--- src/rtl/nine_segment_pkg.sv ---
// Shared types, legal patterns and pin-to-segment mapping
// for the six-pin (3x3 multiplexed) nine-segment die display.
package nine_segment_pkg;

  typedef logic [8:0] seg_t;

  localparam seg_t SEG_0 = 9'b000000000;
  localparam seg_t SEG_1 = 9'b000010000;
  localparam seg_t SEG_2 = 9'b100000001;
  localparam seg_t SEG_3 = 9'b100010001;
  localparam seg_t SEG_4 = 9'b101000101;
  localparam seg_t SEG_5 = 9'b101010101;
  localparam seg_t SEG_6 = 9'b111000111;
  localparam seg_t SEG_7 = 9'b111010111;

  // Column-major: segment index 3*col + row.
  function automatic logic [3:0] seg_idx(
    input logic [1:0] r,
    input logic [1:0] c
  );
    return 4'(3 * c + r);
  endfunction

endpackage

--- src/rtl/nine_segment_to_value.sv ---
// Pure combinational decode of a nine-segment die
// pattern to its value and a legality flag.
module nine_segment_to_value
  import nine_segment_pkg::*;
(
  input  logic [8:0] segments,
  output logic [2:0] value,
  output logic       value_ok
);

  always_comb begin
    value    = 3'd0;
    value_ok = 1'b1;
    unique case (1'b1)
      (segments == SEG_0): value = 3'd0;
      (segments == SEG_1): value = 3'd1;
      (segments == SEG_2): value = 3'd2;
      (segments == SEG_3): value = 3'd3;
      (segments == SEG_4): value = 3'd4;
      (segments == SEG_5): value = 3'd5;
      (segments == SEG_6): value = 3'd6;
      (segments == SEG_7): value = 3'd7;
      default: begin
        value    = 3'd0;
        value_ok = 1'b0;
      end
    endcase
  end

endmodule

--- src/rtl/six_pin_to_nine_segment.sv ---
// Frame-accumulating decoder for a 3x3 multiplexed display
// with a consecutive-frame stability filter on the output.
module six_pin_to_nine_segment
  import nine_segment_pkg::*;
#(
  parameter int FRAME_LEN     = 3,
  parameter int STABLE_FRAMES = 2
) (
  input  logic       clk,
  input  logic       rst_n,
  input  logic [2:0] rows,
  input  logic [2:0] cols,
  output logic [8:0] segments,
  output logic [2:0] value,
  output logic       value_ok,
  output logic       update
);

  localparam int CW = $clog2(FRAME_LEN);
  localparam int MW = $clog2(STABLE_FRAMES + 1);
  localparam logic [CW-1:0] LAST = CW'(FRAME_LEN - 1);
  localparam logic [MW-1:0] SMAX = MW'(STABLE_FRAMES);
  localparam logic [MW-1:0] ONE  = MW'(1);

  seg_t          lit;
  seg_t          acc;
  seg_t          frame_pat;
  seg_t          prev_pat;
  logic [CW-1:0] cnt;
  logic [MW-1:0] match;
  logic [MW-1:0] match_nxt;
  logic          frame_new;
  logic          wrap;
  logic          load;

  always_comb begin
    lit = '0;
    for (int r = 0; r < 3; r++) begin
      for (int c = 0; c < 3; c++) begin
        lit[seg_idx(2'(r), 2'(c))] = rows[r] & ~cols[c];
      end
    end
  end

  assign wrap = (cnt == LAST);

  // Frame compare runs one cycle after the frame closes.
  always_comb begin
    match_nxt = match;
    load      = 1'b0;
    if (frame_new) begin
      if (frame_pat == prev_pat) begin
        match_nxt = (match == SMAX) ? SMAX : match + ONE;
      end else begin
        match_nxt = ONE;
      end
      load = (match_nxt == SMAX) &&
             (frame_pat != segments);
    end
  end

  always_ff @(posedge clk or negedge rst_n) begin
    if (!rst_n) begin
      acc       <= '0;
      cnt       <= '0;
      frame_pat <= '0;
      prev_pat  <= '0;
      frame_new <= 1'b0;
      match     <= '0;
      segments  <= '0;
      update    <= 1'b0;
    end else begin
      frame_new <= wrap;
      if (wrap) begin
        cnt       <= '0;
        acc       <= '0;
        frame_pat <= acc | lit;
      end else begin
        cnt <= cnt + 1'b1;
        acc <= acc | lit;
      end
      if (frame_new) begin
        prev_pat <= frame_pat;
        match    <= match_nxt;
      end
      update <= load;
      if (load) segments <= frame_pat;
    end
  end

  nine_segment_to_value u_dec (
    .segments (segments),
    .value    (value),
    .value_ok (value_ok)
  );

endmodule

--- config.mk ---
export PLATFORM = sky130hd
export DESIGN_NAME = six_pin_to_nine_segment
export DESIGN_NICKNAME = d
export VERILOG_FILES = /design/src/rtl/nine_segment_pkg.sv /design/src/rtl/nine_segment_to_value.sv /design/src/rtl/six_pin_to_nine_segment.sv
export SDC_FILE = /design/constraint.sdc
export NUM_CORES = 1
export LEC_CHECK = 0
export CAP_MARGIN = 20
export CORE_MARGIN = 1.5
export CORE_UTILIZATION = 50
export CTS_CLUSTER_DIAMETER = 80
export DETAILED_ROUTE_END_ITERATION = 12
export GPL_ROUTABILITY_DRIVEN = 0
export PLACE_DENSITY = 0.72
export SYNTH_ARGS = -nofsm -noshare
export SYNTH_HDL_FRONTEND = slang
export SYNTH_SLANG_ARGS = --single-unit
--- constraint.sdc ---
create_clock -name clk -period 2.19 [get_ports clk]
set_clock_uncertainty 0.2 [all_clocks]
set_input_delay 0.3285 -clock clk [delete_from_list [all_inputs] [get_ports clk]]
set_output_delay 0.3285 -clock clk [all_outputs]
set_load 0.02 [all_outputs]
Yosys cells after proc, flatten, opt, wreduce, memory -nomap -nowiden --
Index checks and enable logic that the tools add are counted.
Operators by class: mux-type cells 8, reductions and logical operators 3, add/subtract/negate cells 2, bitwise operators 13, eq/ne operators 12
Operator list (number):
- equality test 9 bit (second input constant) | 6
- one-hot mux 3 bit (7 select lines) | 1
- bitwise AND 1 bit | 9
- equality test 9 x 5 -> 1 bit (second input constant) | 1
- equality test 9 bit | 1
- logical NOT 9 bit | 1
- two-way mux 9 bit | 1
- != test 9 bit | 1
- bitwise OR 9 bit | 1
- two-way mux 2 bit | 4
- OR reduction 8 bit | 1
- equality test 2 bit (second input constant) | 3
- adder 2 x 1 -> 2 bit (second input constant) | 2
- NOT 1 bit | 3
- two-way mux 1 bit | 2
- logical AND 1 bit | 1
Storage, ports and cells: flip-flop bits (word level) 42, output and inout bits 14, word-level logic and storage cells 46

Longest topological paths before layout --
Gate-level depths: netlist of run 1.
word-level depth 7, depth in mapped cells 5, mapped depth without buffers 5

By module --
A second synthesis of run 1 with hierarchy kept.
Second synthesis, totals: cells, all modules 159, area total of the unflattened synthesis 1831.8 µm²
Modules (own cells, without submodules):
- six_pin_to_nine_segment | seq. area each 1051.0 µm², cells each 148, times used 1, area each 1754.2 µm²
- nine_segment_to_value | seq. area each 0.0 µm², cells each 11, times used 1, area each 77.6 µm²

Least setup slack after synthesis of run 1 --
Ideal clock, no wire load.
kind reg-to-output, start point reg segments[1], end point out value[0], path buffers 0, cell stages (with the launch flop) 6, setup slack -141 ps, arrival time 1802 ps, cells stage by stage dfrtp_1 -> or4_1 -> nor2_1 -> a21oi_1 -> nor2_1 -> and2_1
Between the ends: longest elaborated chain between the ends 2
RTL lines:
- from (decl) | RTL line six_pin_to_nine_segment.sv:13 | output logic [8:0] segments,
- from (signal assigned) | RTL line six_pin_to_nine_segment.sv:87 | if (load) segments <= frame_pat;
- equality test 9 bit, or another cell as far along | RTL line nine_segment_to_value.sv:22 | (segments == SEG_7): value = 3'd7;
- one-hot mux 3 bit (7 select lines) (*) | RTL line nine_segment_to_value.sv:14 | unique case (1'b1)
- to (decl) | RTL line six_pin_to_nine_segment.sv:14 | output logic [2:0] value,
Every way passes the cells marked *; elsewhere a longest branch is shown, timed or not.

Final worst setup path of run 1 --
start point reg segments[1], end point out value[1]
The elaborated chain is that of the path after synthesis.

==> results of run 1 <==
-- repair_timing --
item                       CTS  global route
pin swaps                    2             5
hold endpoints to repair    42             0
gates cloned                 0             0
hold buffers                 1             0
gates resized for setup     18             8
setup buffers                0             1
setup endpoints to repair    4             8
-- cells in the mapped netlist, drive strengths merged (3+ instances only) --
library cell  instances  area share, %
dfrtp                42             56
mux2                 17             12
nor2                 15            3.0
nand2                13            2.6
o21ai                11            2.9
a21oi                10            2.6
inv                  10            2.0
xnor2                10            4.6
xor2                  8            3.7
nand3                 3           0.79
nor4                  3           0.99
-- layout by cell type, fill, tap and decap left out, types with 2 or more instances in the layout --
cell / instances
a21oi_1: 9
buf_4: 20
clkbuf_8: 5
clkdlybuf4s50_1: 16
clkinv_2: 2
dfrtp_1: 38
dfrtp_2: 4
inv_1: 8
inv_2: 2
mux2_1: 7
mux2_2: 2
mux2_4: 8
nand2_1: 13
nand3_1: 3
nand4_1: 2
nor2_1: 13
nor2b_1: 2
nor3_1: 2
nor4_1: 3
o21ai_1: 10
xnor2_1: 10
xor2_1: 8
-- kinds of logic after synthesis --
family / after synthesis / share of synthesized area, %
and+or+nand+nor: 45 / 11.5
muxes: 17 / 11.7
AOI/OAI and AO/OA: 27 / 9.72
adders and majority gates: 1 / 0.661
buffers and inverters: 13 / 2.58
DFF: 42 / 55.5
xor gates and xnor gates: 18 / 8.33
-- final cells by class --
class                      instances  share of cell area [%]
multi-input combinational        108                    33.6
timing repair buffer              40                    14.1
tap                               48                    2.48
sequential                        42                    43.7
clock inverter                     3                    1.66
clock buffer                       5                    2.85
inverter                          10                    1.55
-- per-layer routing --
layer  GRT usage (%)  share of wire (%)
met5               0                  0
met1            23.5                 43
met3            4.17                3.7
met2            36.5                 51
met4            8.24                2.1
-- worst paths after layout --
| check | from | end | slack, ns |
|---|---|---|---|
| min | cnt[0] | cnt[0] | 0.24 |
| min reg2reg | cnt[0] | cnt[0] | 0.24 |
| max | segments[1] | value[1] | -0.11 |
| max reg2reg | frame_pat[8] | segments[4] | 0.08 |
| min in group asynchronous | rst_n | segments[6] | 0.43 |
| max in group asynchronous | rst_n | segments[8] | 0.98 |
-- sequential cells by signal, summed over array words and instances (netlist names) --
name	count
acc	9
frame_pat	9
prev_pat	9
segments	9
cnt	2
match	2
frame_new	1
update	1
-- power by group --
part | internal, mW | switching [mW]
Sequential | 0.827 | 0.0473
Combinational | 0.172 | 0.162
Clock | 0.335 | 0.255
-- critical path: stages, from the launching register on --
cell and delay (ns):
dfrtp_2 0.40, or4_4 0.54, nor2_4 0.11, buf_4 0.11
a31oi_1 0.08, nor2_1 0.10, buf_4 0.15
==> impl_results.md, run 1 <==
* Run status: finished with violations
* Failing checks: setup timing
* Clock net sink count at 42
* Worst hold-check slack at 0.239 ns
* Required time reported for the critical path endpoint at 1.66 ns
* Gate count of the mapped netlist at 163
* Proportion of synthesized chip area in sequential cells at 55.5%
* Arrival time worst endpoint at 1.78 ns
* Max Slew Vio Count at 0
* Area of all placed cells without fillers at 2420 µm²
* Register Area at 1060 µm²
* Average cell area after synthesis at about 12 µm²
* Layout area overhead at 27.7%
* Remaining max-slew budget at the tightest pin at 57.2%
* Clock-pin slew of the registers on the worst-case setup and hold paths at 0.08 ns
* Io pins at 22
* Length of the first detailed-routing pass in iterations at 4
* Placement Rows at 22
* Wire length of the first global-routing pass at 6350 µm
* Async S/R FF share, synth at 100%
* Nets in the synthesized netlist at 172
* Full die area at 4160 µm²
* Maximum vdd drop at 0.502 mV
* Final Routed Wirelength at ~3800 µm
* Total global routing overflow at 0
* Die span in y at 64.5 µm
* Core region area at 3660 µm²
* CP Capture Type: output port
* Slew of the pin with the lowest slew margin at between 0.6 and 0.7 ns
* Die Width at between 60 and 70 µm
* Fin crit period at 2.30 ns
* Max-Cap Viols at 0
* Worst slack after detailed placement at -0.326 ns
* Count of buffers inserted at the top-level ports at 21
* Number of standard cells in the final layout excluding fillers at 256
* Post-synth EDFFs at 0
* Post-layout net count at 216
* Number of inserted filler cells in the final layout at 284
* Number of cells traversed by the worst register-to-register path at 6
* Critical path start-end classification: reg2out
* Largest net degree at the start of global routing at 43
* Inst Count DP at 246
* Number of antenna violations at the first check in global routing at 0
* Area of the multi-input gates at 813 µm²
* Power Total at 1.80 mW
* Tot GR Track Use at 20.2%
* Antenna diode count at 0
* Area post-placement at 2280 µm²
* Final setup violating endpoints at 3
* Synth Cell Area at 1890 µm²
* Ratio of cells with drive above 1 in the final layout at 26.4%
* PwrDens at 744 nW/µm²
* Final-report hold violation count at 0
* Final core area utilization at 66.0%
* Maximum clock path buffer count at 2
* Number of nets with antenna violations after routing at 0
* Final critical-path share of the clock period at 105%
* Min-Delay Path Depth at 1
* Detailed-route via count at between 1k and 1.5k
* Depth of the CTS H-tree at 2
* Number of library cell types mapped by synthesis at 32
* DP HPWL at 2800 µm
* Worst Setup Slack, final at -0.114 ns
* Final sum of negative setup slack at -0.234 ns
* Detail-routed net length per standard cell at 14.7 µm
* Hold/Removal Path Class: reg2reg
* Via-per-instance ratio at 5.16
* Maximum operating frequency at 434 MHz
* Unrepaired setup endpoints after global routing: true
* Iter 0 DRT Violations at 43
* Total clock buffers created by CTS at 5
* Initial core utilization at 51.7%
* Main flop type after synthesis: dfrtp_1
* Buffer type at the clock tree root: clkbuf_8
* Leak Pwr at 1.15 nW
* Number of storage elements in the synthesis netlist at 42
* Vias in the first global route at 1,411
* Clock tree from TritonCTS: built
* Critical Path Fanout Max at 2
* Synth warn at 0
* DRC violation count after routing at 0
* Clock latency on the worst-skew pair at 0.29 ns
* Sort of element at the start of the critical path: register
Note: power is estimated with default switching activity, not from simulation.
==> inputs of run 2 (changes only) <==
--- a/constraint.sdc
+++ b/constraint.sdc
@@ -4,2 +4,2 @@
 set_output_delay 0.3285 -clock clk [all_outputs]
-set_load 0.02 [all_outputs]
+set_load 0.1 [all_outputs]
==> run 2 against run 1 <==
Compared with the run above:
- the run still ends with setup timing left
- sequential share of layout area is 0.34 points lower
- critical path type unchanged
- final area is 2.7% higher
- global-route usage increased by 0.56 points
- utilization up 1.8 points
- clock-buffer cell count is 1 higher
- non-clock buffer count decreased by 3
==> impl_results.md, run 2 (synthesis results as in run 1) <==
* Run status: finished with violations
* Failing checks: setup timing
* Hold/Removal Path Class: reg2reg
* Die Width at 64.5 µm
* Wire length of the first global-routing pass at 6610 µm
* Layout area overhead at 31.1%
* Iter 0 DRT Violations at 46
* Register share of total power at a little over two fifths
* Total clock buffers created by CTS at 5
* Clock latency on the worst-skew pair at between 0.2 and 0.3 ns
* Sort of element at the start of the critical path: register
* Initial core utilization at 51.7%
* Fin crit period at roughly 2.4 ns
* Clock net sink count at 42
* Count of buffers inserted at the top-level ports at 21
* Maximum vdd drop at 0.487 mV
* Internal Power at between 1 and 1.5 mW
* Most common cell after layout, fill and taps aside: dfrtp_1
* Detail-routed net length per standard cell at roughly 15 µm
* Final sum of negative setup slack at -0.540 ns
* Antenna diode count at 0
* Vias in the first global route at 1,444
* Core region area at roughly 3700 µm²
* Arrival time worst endpoint at 1.87 ns
* CP Capture Type: output port
* Depth of the CTS H-tree at 2
* Leak Pwr at between 1 and 1.5 nW
* DRC violation count after routing at 0
* Placement Rows at 22
* Post-layout net count at roughly 210
* Worst hold-check slack at about 0.23 ns
* Max Slew Vio Count at 0
* Clock-pin slew of the registers on the worst-case setup and hold paths at around 0.080 ns
* Relative contribution of combinational cells to total power at 26.3%
* Worst Setup Slack, final at -0.206 ns
* Slew of the pin with the lowest slew margin at 0.813 ns
* Critical path start-end classification: reg2out
* Ratio of cells with drive above 1 in the final layout at 33.7%
* Via-per-instance ratio at 5.32
* Number of nets with antenna violations after routing at 0
* Commonest cells after routing, fill and taps aside: 32 x dfrtp_1, 22 x buf_4, 13 x nand2_1
* Remaining max-slew budget at the tightest pin at roughly 46%
* Final Routed Wirelength at 3880 µm
* Final-report hold violation count at 0
* Clock network fraction of design power at about 30%
* Maximum operating frequency at 417 MHz
* Total global routing overflow at 0
* Die span in y at 64.5 µm
* Unrepaired setup endpoints after global routing: true
* DP HPWL at 2900 µm
* Final setup violating endpoints at 3
* Length of the first detailed-routing pass in iterations at 4
* PwrDens at 808 nW/µm²
* Largest net degree at the start of global routing at 38
* Tot GR Track Use at approximately a fifth
* Switching power as a share of total power at 31.7%
* Buffer type at the clock tree root: clkbuf_8
* Io pins at 22
* Final critical-path share of the clock period at 109%
* Max-Cap Viols at 0
* Full die area at 4160 µm²
* Total setup buffers inserted after CTS at 0
* Maximum clock path buffer count at 2
* Critical Path Fanout Max at 2
* NetSw at 0.635 mW
* Required time reported for the critical path endpoint at 1.66 ns
* Clock tree from TritonCTS: built
* Number of antenna violations at the first check in global routing at 0
* Detailed-route via count at 1,346
## run 2: cell count changes in the layout (fill, tap and decap cells not counted), moves of 2 or more
cell             before  now
clkinv_2              2    0
buf_12                0    5
dfrtp_1              38   32
buf_4                20   22
clkdlybuf4s50_1      16    6
dfrtp_4               0    5
## run 2: what timing repair did
item	CTS	global route
hold endpoints to repair	36	0
resized for setup	0	3
pin swaps	4	3
setup endpoints to repair	3	12
hold buffers	1	0
## run 2: metrics by stage
stage               instances  worst slack, ns  total power, mW  util [%]  cell area, µm²
floorplan                 163           -0.673             1.24         -            1960
global placement          244           0.0774             1.41      64.3            2350
detailed placement        244           0.0555             1.42      64.3            2350
CTS                       253           -0.245             2.02      67.6            2470
global route              253           -0.261             2.09      67.8            2480
finish                    253           -0.206             2.01      67.8            2480
## run 2: critical path, stage by stage (launching register included)
cell	delay, ns
dfrtp_4	0.47
or4_4	0.53
nor2_4	0.11
a21oi_2	0.07
nor2_4	0.09
and2_4	0.15
buf_12	0.16
## run 2: path summary, 6_finish.rpt
kind,endpoint,from,slack (ns),depth (start not counted)
max,value[0],segments[6],-0.21,6
min,cnt[0],cnt[0],0.23,1
max reg2reg,segments[5],frame_pat[8],0.08,6
min reg2reg,cnt[0],cnt[0],0.23,1
max in group asynchronous,segments[5],rst_n,0.72,2
min in group asynchronous,frame_pat[4],rst_n,0.47,2
## run 2: area by class of cell
type                    count  area [µm²]
flip-flops and latches     42        1080
well taps                  48        60.1
inverters                  10        37.5
fillers                   286        1180
repair buffers             37         363
clock inverters             2        37.5
multi-input cells         108         836
clock buffers               6        72.6
## run 2: metal layers
layer | up-vias | part of all wire [%] | global-route usage [%]
li1 | 642 | - | -
met1 | 659 | 42 | 24.5
met2 | 37 | 52 | 37.6
met3 | 8 | 4.2 | 3.99
met4 | 0 | 1.5 | 7.71
met5 | - | 0 | 0
## run 2: power groups by stage
stage	Sequential [mW]	Combinational (mW)	Clock (mW)
after global placement	0.889	0.517	0
after floorplan	0.993	0.244	0
final	0.879	0.527	0.600
after detailed placement	0.895	0.529	0
after CTS	0.879	0.531	0.614
after global routing	0.887	0.554	0.648
==> inputs of run 3 (changes only) <==
- MAX_ROUTING_LAYER: not set -> met4
- SETUP_SLACK_MARGIN: not set -> 0.2
==> run 3 against run 2 <==
Compared with the run above:
- the flow still finishes with violations (setup timing)
- flip-flop and latch count unchanged
- first-iteration DRC count up 15%
- non-clock buffer count up 1
- register-to-register slack about the same
- combinational power up 2%
- power up 0.52%
- global-route usage up 0.58 points
- die area unchanged
- fmax about the same
- critical path type unchanged
- highest routed layer unchanged
==> impl_results.md, run 3 (synthesis results as in run 1) <==
* Run status: finished with violations
* Failing checks: setup timing
* Clock latency on the worst-skew pair at 0.29 ns
* Startpoint of the most critical hold path: cnt[0]
* Die span in y at approximately 65 µm
* Layout area overhead at 33.0%
* Cell breakdown of the critical path: or4_4, nor2_4, a21oi_2, nor2_4, and2_4, buf_12
* Most common cell after layout, fill and taps aside: dfrtp_1
* Number of antenna violations at the first check in global routing at 0
* Final critical-path share of the clock period at 109%
* Origin of the critical flop-to-flop path: segments[5]
* Final Routed Wirelength at 3870 µm
* DRC violation count after routing at 0
* Fin crit period at roughly 2.4 ns
* Detailed-route via count at between 1k and 1.5k
* Critical path start-end classification: reg2out
* Tot GR Track Use at 21.4%
* Initial core utilization at between 50% and 60%
* DP HPWL at 2900 µm
* Area post-placement at 2350 µm²
* Full die area at between 4000 and 5000 µm²
* Antenna diode count at 0
* Delay of the slowest cell on the worst path at 0.53 ns
* Final core area utilization at just under 70%
* Commonest cells after routing, fill and taps aside: 30 x dfrtp_1, 23 x buf_4, 13 x nand2_1
* Worst slack after detailed placement at 0.0555 ns
* Sort of element at the start of the critical path: register
* Die Width at 64.5 µm
* Post-layout net count at 214
* Vias in the first global route at between 1k and 1.5k
* Maximum clock path buffer count at 2
* Maximum vdd drop at 0.487 mV
* PwrDens at ~800 nW/µm²
* Number of nets with antenna violations after routing at 0
* Slew of the pin with the lowest slew margin at between 0.8 and 0.9 ns
* Core region area at ~3700 µm²
* Max-Cap Viols at 0
* Depth of the CTS H-tree at 2
* Leak Pwr at 1.17 nW
* Iter 0 DRT Violations at 53
* Unrepaired setup endpoints after global routing: true
* Total global routing overflow at 0
* Largest net degree at the start of global routing at 38
* Area of all placed cells without fillers at ~2500 µm²
* Maximum operating frequency at 418 MHz
* Worst Setup Slack, final at -0.205 ns
* Clock net sink count at between 40 and 50
* Number of inserted filler cells in the final layout at about 280
* Final setup violating endpoints at 3
* Length of the first detailed-routing pass in iterations at 4
* Arrival time worst endpoint at between 1.5 and 2 ns
* Wire length of the first global-routing pass at 6610 µm
* Most frequent cell on the critical path: nor2_4
* Clock tree from TritonCTS: built
* Placement Rows at 22
* Remaining max-slew budget at the tightest pin at 46.4%
* Worst hold-check slack at 0.233 ns
* Detail-routed net length per standard cell at approximately 15 µm
* Final-report hold violation count at 0
* Clock-pin slew of the registers on the worst-case setup and hold paths at 0.08 ns
* Hold/Removal Path Class: reg2reg
* Io pins at 22
* Required time reported for the critical path endpoint at 1.66 ns
* Total clock buffers created by CTS at 5
* Buffer type at the clock tree root: clkbuf_8
* Critical Path Fanout Max at 2
* Ratio of cells with drive above 1 in the final layout at 36.9%
* Max Slew Vio Count at 0
* CP Capture Type: output port
* Beginning of the critical path: segments[6]
* Crit path max-delay cell type: or4_4
* Count of buffers inserted at the top-level ports at 21
* Via-per-instance ratio at 5.26
## run 3: layer usage
metal / global-route usage, % / vias up / part of all wire [%] / wire length, µm
li1: - / 640 / - / -
met1: 24.5 / 654 / 42 / 1650
met2: 37.6 / 33 / 52 / 2030
met3: 3.99 / 10 / 3.5 / 137
met4: 7.71 / 0 / 1.6 / 63
met5: - / - / 0 / 0
## run 3: repair_timing
action	4_1_cts	5_1_grt
pin swaps	6	4
cloned	0	0
hold buffers	1	0
endpoints found under the hold margin	36	0
setup endpoints to repair	13	13
resized for setup	3	7
setup buffers	0	1
## run 3: final timing paths
path	endpoint	slack (ns)	cells past startpoint
max	value[0]	-0.21	6
min in group asynchronous	prev_pat[6]	0.47	2
max reg2reg	segments[6]	0.08	6
min reg2reg	cnt[0]	0.23	1
min	cnt[0]	0.23	1
max in group asynchronous	segments[5]	0.73	2
## run 3: area by class of cell
type | instances | area (µm²) | area share, %
clock buffer | 6 | 72.6 | 2.88
timing repair buffer | 38 | 370 | 14.7
tap | 48 | 60.1 | 2.39
clock inverter | 2 | 37.5 | 1.49
inverter | 10 | 37.5 | 1.49
multi-input combinational | 108 | 861 | 34.2
sequential | 42 | 1080 | 42.8
## run 3: critical path: cells and delay by family, from the launching register on
family	cells	cell delay, ns
buffers and inverters	1	0.16
AND/OR/NAND/NOR	4	0.88
flip-flops	1	0.47
AO/OA/AOI/OAI	1	0.07
## run 3: where the power goes
part | internal (mW) | leakage [nW] | switching [mW]
combinational | 0.205 | 0.618 | 0.333
sequential | 0.832 | 0.499 | 0.0485
clock | 0.340 | 0.0514 | 0.258
total | 1.38 | 1.17 | 0.639
## run 3: per-stage QoR
stage | TNS (ns) | cells | total power, mW
after floorplan | -2.23 | 163 | 1.24
after global placement | 0 | 244 | 1.41
after detailed placement | 0 | 244 | 1.42
after CTS | -0.657 | 253 | 2.03
after global routing | -0.759 | 254 | 2.10
final | -0.538 | 254 | 2.02
